<file path="config.mk">
export PLATFORM = sky130hd
export DESIGN_NAME = fixed_to_int_packer
export DESIGN_NICKNAME = d
export VERILOG_FILES = /design/src/rtl/fixed_to_int_packer.sv
export SDC_FILE = /design/constraint.sdc
export NUM_CORES = 1
export LEC_CHECK = 0
export ABC_AREA = 1
export BUFFER_PORTS_ARGS = -buffer_cell sky130_fd_sc_hd__buf_2
export CAP_MARGIN = 15
export CORE_AREA = 2 2 216 218
export CTS_BUF_LIST = sky130_fd_sc_hd__clkbuf_8
export DETAILED_ROUTE_END_ITERATION = 6
export DIE_AREA = 0 0 218 220
export PLACE_DENSITY = 0.81
export SETUP_SLACK_MARGIN = 0.5
export SKIP_CTS_REPAIR_TIMING = 1
export SLEW_MARGIN = 20
export SYNTH_ARGS = -nofsm -noshare
export SYNTH_HDL_FRONTEND = slang
export SYNTH_SLANG_ARGS = --single-unit
</file>
<file path="constraint.sdc">
create_clock -name clk -period 4.7 [get_ports clk]
set_input_delay 0.94 -clock clk [delete_from_list [all_inputs] [get_ports clk]]
set_output_delay 0.94 -clock clk [all_outputs]
set_load 0.05 [all_outputs]
</file>
<file path="src/rtl/fixed_to_int_packer.sv">
// fixed_to_int_packer
//
// Converts signed fixed-point words (INT_BITS.FRAC_BITS, two's complement)
// into unsigned OUTPUT_BITS integers and packs NUM_INTEGERS of them into
// one wide output block.
//
// Conversion: round half toward +infinity (add 2^(FRAC_BITS-1), arithmetic
// shift right by FRAC_BITS), then saturate into [0, 2^OUTPUT_BITS-1].
//
// Handshake (both sides): a transfer happens on a rising edge where valid
// and ready are both 1. in_ready is 1 only in FILL and out_valid is 1 only
// in HOLD, so the block either accepts words or offers a finished block,
// never both. Once out_valid is up, integers and out_valid stay stable until
// the edge that sees out_ready=1.
//
// Ports:
//   clk        - clock, all logic on the rising edge
//   rst_n      - asynchronous active-low reset
//   in_valid   - fixed_in holds a valid word
//   in_ready   - block accepts a word this cycle (FILL)
//   fixed_in   - signed fixed-point input word
//   out_valid  - integers holds a complete block (HOLD)
//   out_ready  - consumer takes the block this cycle
//   integers   - packed block, element i at [i*OUTPUT_BITS +: OUTPUT_BITS]
//   sat_count  - (only with FIXED_TO_INT_SAT_COUNT_EN) number of clamped
//                words in the current block
//
// Optional feature macro: FIXED_TO_INT_SAT_COUNT_EN

module fixed_to_int_packer #(
    parameter int INT_BITS     = 16,
    parameter int FRAC_BITS    = 16,
    parameter int OUTPUT_BITS  = 8,
    parameter int NUM_INTEGERS = 64
) (
    input  logic                                  clk,
    input  logic                                  rst_n,
    input  logic                                  in_valid,
    output logic                                  in_ready,
    input  logic [INT_BITS+FRAC_BITS-1:0]         fixed_in,
    output logic                                  out_valid,
    input  logic                                  out_ready,
    output logic [NUM_INTEGERS*OUTPUT_BITS-1:0]   integers
`ifdef FIXED_TO_INT_SAT_COUNT_EN
    ,
    output logic [$clog2(NUM_INTEGERS+1)-1:0]     sat_count
`endif
);

    localparam int W  = INT_BITS + FRAC_BITS;
    // Working width: wide enough that the rounding add cannot overflow and
    // that the saturation limit is representable as a positive number.
    localparam int XW = (W + 1 > OUTPUT_BITS + 1) ? W + 1 : OUTPUT_BITS + 1;
    localparam int IW = (NUM_INTEGERS > 1) ? $clog2(NUM_INTEGERS) : 1;

    localparam logic [XW-1:0] HALF     = XW'(1) << (FRAC_BITS - 1);
    localparam logic [XW-1:0] MAX_U    = (XW'(1) << OUTPUT_BITS) - XW'(1);
    localparam logic [IW-1:0] LAST_IDX = IW'(NUM_INTEGERS - 1);

    typedef enum logic {
        FILL = 1'b0,
        HOLD = 1'b1
    } state_t;

    state_t                  state_q;
    state_t                  state_d;
    logic [IW-1:0]           idx_q;
    logic                    accept;
    logic signed [XW-1:0]    word_ext;
    logic signed [XW-1:0]    rsum;
    logic signed [XW-1:0]    rounded;
    logic                    clamp;
    logic [OUTPUT_BITS-1:0]  conv;

    // ---------------- conversion datapath ----------------
    always_comb begin
        word_ext = XW'($signed(fixed_in));
        rsum     = word_ext + HALF;
        rounded  = rsum >>> FRAC_BITS;
        clamp    = 1'b0;
        conv     = rounded[OUTPUT_BITS-1:0];
        if (rounded[XW-1]) begin
            clamp = 1'b1;
            conv  = '0;
        end else if (rounded > $signed(MAX_U)) begin
            clamp = 1'b1;
            conv  = '1;
        end
    end

    // ---------------- control FSM ----------------
    assign accept = in_valid && (state_q == FILL);

    always_ff @(posedge clk or negedge rst_n) begin
        if (!rst_n) begin
            state_q <= FILL;
        end else begin
            state_q <= state_d;
        end
    end

    always_comb begin
        state_d   = state_q;
        in_ready  = 1'b0;
        out_valid = 1'b0;
        case (state_q)
            FILL: begin
                in_ready = 1'b1;
                if (accept && (idx_q == LAST_IDX)) begin
                    state_d = HOLD;
                end
            end
            HOLD: begin
                out_valid = 1'b1;
                if (out_ready) begin
                    state_d = FILL;
                end
            end
            default: state_d = FILL;
        endcase
    end

    // ---------------- slot index and storage ----------------
    always_ff @(posedge clk or negedge rst_n) begin
        if (!rst_n) begin
            idx_q <= '0;
        end else if (accept) begin
            idx_q <= (idx_q == LAST_IDX) ? '0 : idx_q + IW'(1);
        end
    end

    // Slots keep their old contents until rewritten; out_valid alone says
    // whether the whole vector belongs to one block.
    always_ff @(posedge clk or negedge rst_n) begin
        if (!rst_n) begin
            integers <= '0;
        end else if (accept) begin
            integers[idx_q*OUTPUT_BITS +: OUTPUT_BITS] <= conv;
        end
    end

`ifdef FIXED_TO_INT_SAT_COUNT_EN
    localparam int SCW = $clog2(NUM_INTEGERS + 1);

    // Restarts on the first accept of a block (slot 0), so the value seen
    // during HOLD covers exactly the block being offered.
    always_ff @(posedge clk or negedge rst_n) begin
        if (!rst_n) begin
            sat_count <= '0;
        end else if (accept) begin
            sat_count <= ((idx_q == '0) ? '0 : sat_count) + SCW'(clamp);
        end
    end
`endif

endmodule

</file>
==> results.toml <==
[cts]
cts_tree = "done"
clk_latency_ns = 0.69
clk_path_buf_depth = 3
clock_sinks = 519
clock-root-buffer = "clkbuf_8"
cts_made_buffers = 87
clkSlewWorstSetupHoldPaths_ns = 0.06
cts-htree-levels = 3

[worst_setup_path]
cp-start-kind = "flop"
cp-startpoint = "idx_q[0]$_DFFE_PN0P_"
setup.worst_path.end = "integers[442]$_DFFE_PN0P_"
required_ns = 5.20
cp.arrival_ns = 4.43
endpoint_kind = "flop"
rrSetupSlack_ns = 0.77
rr_endpoint = "integers[442]$_DFFE_PN0P_"
worstRegToRegCells = 12
crit_fanout = 18
crit_type = "flop to flop"
r2r_start = "idx_q[0]$_DFFE_PN0P_"

[yosys]
synth_top_area_frac = 0.586
async_flop_share = 1.00
synth.most_common_cell = "nand2_1"
synthTopCellsByArea = "dfrtp_1 (59%), nand2_1 (17%), nand4_1 (11%), o21ai_0 (2.8%), nor2_4 (1.5%)"
ys_seq_area_frac = 0.586
synth_area_mm2 = 0.0222
synth_cell_types = 36
yosys.area.top_type = "dfrtp_1"
synth_edf_count = 0
yosysWarnings = 0
synth_commonest_cells = "nand2_1 (1,007), dfrtp_1 (519), nand4_1 (373), o21ai_0 (125), clkbuf_1 (82)"
synth_cells = 2482
syn_nets = 2522
ys_ff_latch = 519
avgSynthCellArea_um2 = 8.93
synth_flop_cell = "dfrtp_1"

[drt]
drt-initial-drc-count = 2335
drt-total-wl_um = 78800
wl_per_cell_um = 21.4
post-route-drc-count = 0
ant_nets = 0
vias = 21300
viasPerCell = 5.79
firstDrtPassIters = 6

[layout]
fin_nets = 3040
area_growth_pct = 23.4
final_util = 0.596
drive_gt1_frac = 0.281
seq_area_mm2 = 0.0130
multi_input_area_mm2 = 0.00829
fillerInstances = 3918
layoutNonFillerInstCount = 3676

[timing]
finalSetupViolCount = 0
tightest_slew_ns = 1.10
period_share = 0.836
slew_viol_final = 0
final.setup_skew_ns = 0.0365
fmax_mhz = 255
hold_viol = 0
layout_min_cycle_time_ns = 3.93
slew_headroom = 0.267
rsz0062_at_grt = "no"
fin_setup_tns_ns = 0

[floorplan]
die-area_mm2 = 0.0480
rows = 79
die_h_um = 220
start_util = 0.483
die_x_um = 218
core_area_mm2 = 0.0459
ios = 550

[place]
globalplace.congestion = 0.924
dp_hpwl_um = 54000
numPortBuffers = 534
dp.cells = 3518

[grt]
grt.total_usage = 0.321
grt_max_degree = 105
antenna_found_initial = 0
grt_pass1_wl_um = 118000
overflow = 0
grt_pass1_vias = 20100

[pwr]
p_clk_frac = 0.245
cellPowerDensity_mw_per_mm2 = 643
p_comb_frac = 0.438
p_leak_nw = 15.5
p_int_w = 0.00874
p_switching_w = 0.00884
irDropWorstVdd_v = 0.000489
power_w = 0.0176
seqPwrFrac = 0.317
netSwitchingFraction = 0.503

[status]
status = "finished clean"

[flow_run]
cap_violations = 0

[hold_path]
hold_path.class = "primary input to async pin"
==> cell type report <==
| class | count | share of cell area |
|---|---|---|
| tap | 607 | 0.0278 |
| clock buffer | 117 | 0.0589 |
| sequential | 519 | 0.475 |
| antenna | 1 | 0.0000915 |
| timing repair buffer | 578 | 0.113 |
| clock inverter | 40 | 0.0105 |
| multi-input combinational | 1732 | 0.303 |
| inverter | 82 | 0.0117 |
==> registers in the layout (all words and copies together), names as in the netlist <==
name and cells:
integers 512, state_q 1, idx_q 6
==> power by group through the flow <==
| stage | registers [W] | logic [W] | clock network (W) |
|---|---|---|---|
| floorplan | 0.00785 | 0.00306 | 0 |
| global placement | 0.00560 | 0.00743 | 0 |
| detailed placement | 0.00562 | 0.00756 | 0 |
| CTS | 0.00556 | 0.00759 | 0.00437 |
| global route | 0.00564 | 0.00808 | 0.00458 |
| finish | 0.00558 | 0.00770 | 0.00430 |
==> placed cells by master, fill, tap and decap left out, types with 2 or more instances in the layout <==
cell	synthesis	final
a21oi_1	8	8
buf_12	0	5
buf_2	35	533
buf_4	5	38
bufinv_16	0	3
clkbuf_8	0	117
clkinv_2	0	7
clkinv_4	0	2
clkinvlp_4	0	6
dfrtp_1	519	519
ha_1	4	4
inv_1	28	46
inv_2	50	50
inv_4	2	3
inv_6	0	3
nand2_1	1007	1006
nand2_2	5	5
nand3_1	34	34
nand3_2	5	5
nand4_1	373	373
nand4_2	3	3
nor2_1	65	49
nor2_2	23	39
nor2_4	29	29
nor3_4	4	4
nor4_1	2	2
o21ai_0	125	125
o21ai_1	23	23
o21bai_1	3	3
xnor2_1	3	3
xor2_1	7	7
==> metal layers <==
layer	GRT usage	routed length, um	up-vias
met5	0	0	-
met4	0.197	4850	0
met3	0.0831	7880	301
met2	0.505	37200	1331
met1	0.398	28900	10300
li1	-	-	9408
==> how the worst min path moves through the flow <==
stage                                          from                         to  slack (ns)  depth (start not counted)
after floorplan                idx_q[1]$_DFFE_PN0P_       idx_q[1]$_DFFE_PN0P_        0.56                          2
after global placement     integers[56]$_DFFE_PN0P_   integers[56]$_DFFE_PN0P_        0.46                          2
after detailed placement  integers[234]$_DFFE_PN0P_  integers[234]$_DFFE_PN0P_        0.46                          2
after CTS                                     rst_n  integers[120]$_DFFE_PN0P_        0.23                          1
after global routing                          rst_n  integers[120]$_DFFE_PN0P_        0.28                          1
final                                         rst_n  integers[124]$_DFFE_PN0P_        0.26                          1
==> worst max-delay path, cell delays in order (launching register included) <==
cell	delay (ns)
dfrtp_1	0.69
inv_2	0.25
nand3_1	0.17
nor2_1	0.07
inv_1	0.12
nor2_1	0.06
ha_1	0.36
nor3_2	0.27
inv_4	0.26
nor2_2	0.62
nand2_1	0.52
nand2_1	0.22
o21ai_0	0.13
==> cell families (layout without fill, tap and decap cells) <==
| family | count (synthesis) | after routing | synth area share |
|---|---|---|---|
| buffers and inverters | 231 | 817 | 0.0422 |
| other | 0 | 1 | 0 |
| adder cells (fa/ha/maj) | 4 | 4 | 0.00226 |
| XOR/XNOR | 11 | 11 | 0.00469 |
| AND/OR/NAND/NOR | 1556 | 1556 | 0.328 |
| AO/OA/AOI/OAI | 161 | 161 | 0.0369 |
| flip-flops | 519 | 519 | 0.586 |
==> stage by stage <==
| stage | worst slack [ns] | cell area, um2 | hold slack, ns |
|---|---|---|---|
| 2_1_floorplan | 2.05 | 22200 | 0.560 |
| 3_3_place_gp | 0.934 | 25400 | 0.458 |
| 3_5_place_dp | 0.849 | 25400 | 0.461 |
| 4_1_cts | 0.830 | 27300 | 0.226 |
| 5_1_grt | 0.507 | 27300 | 0.276 |
| 6_report | 0.771 | 27300 | 0.265 |
(Power assumes the default switching activity.)
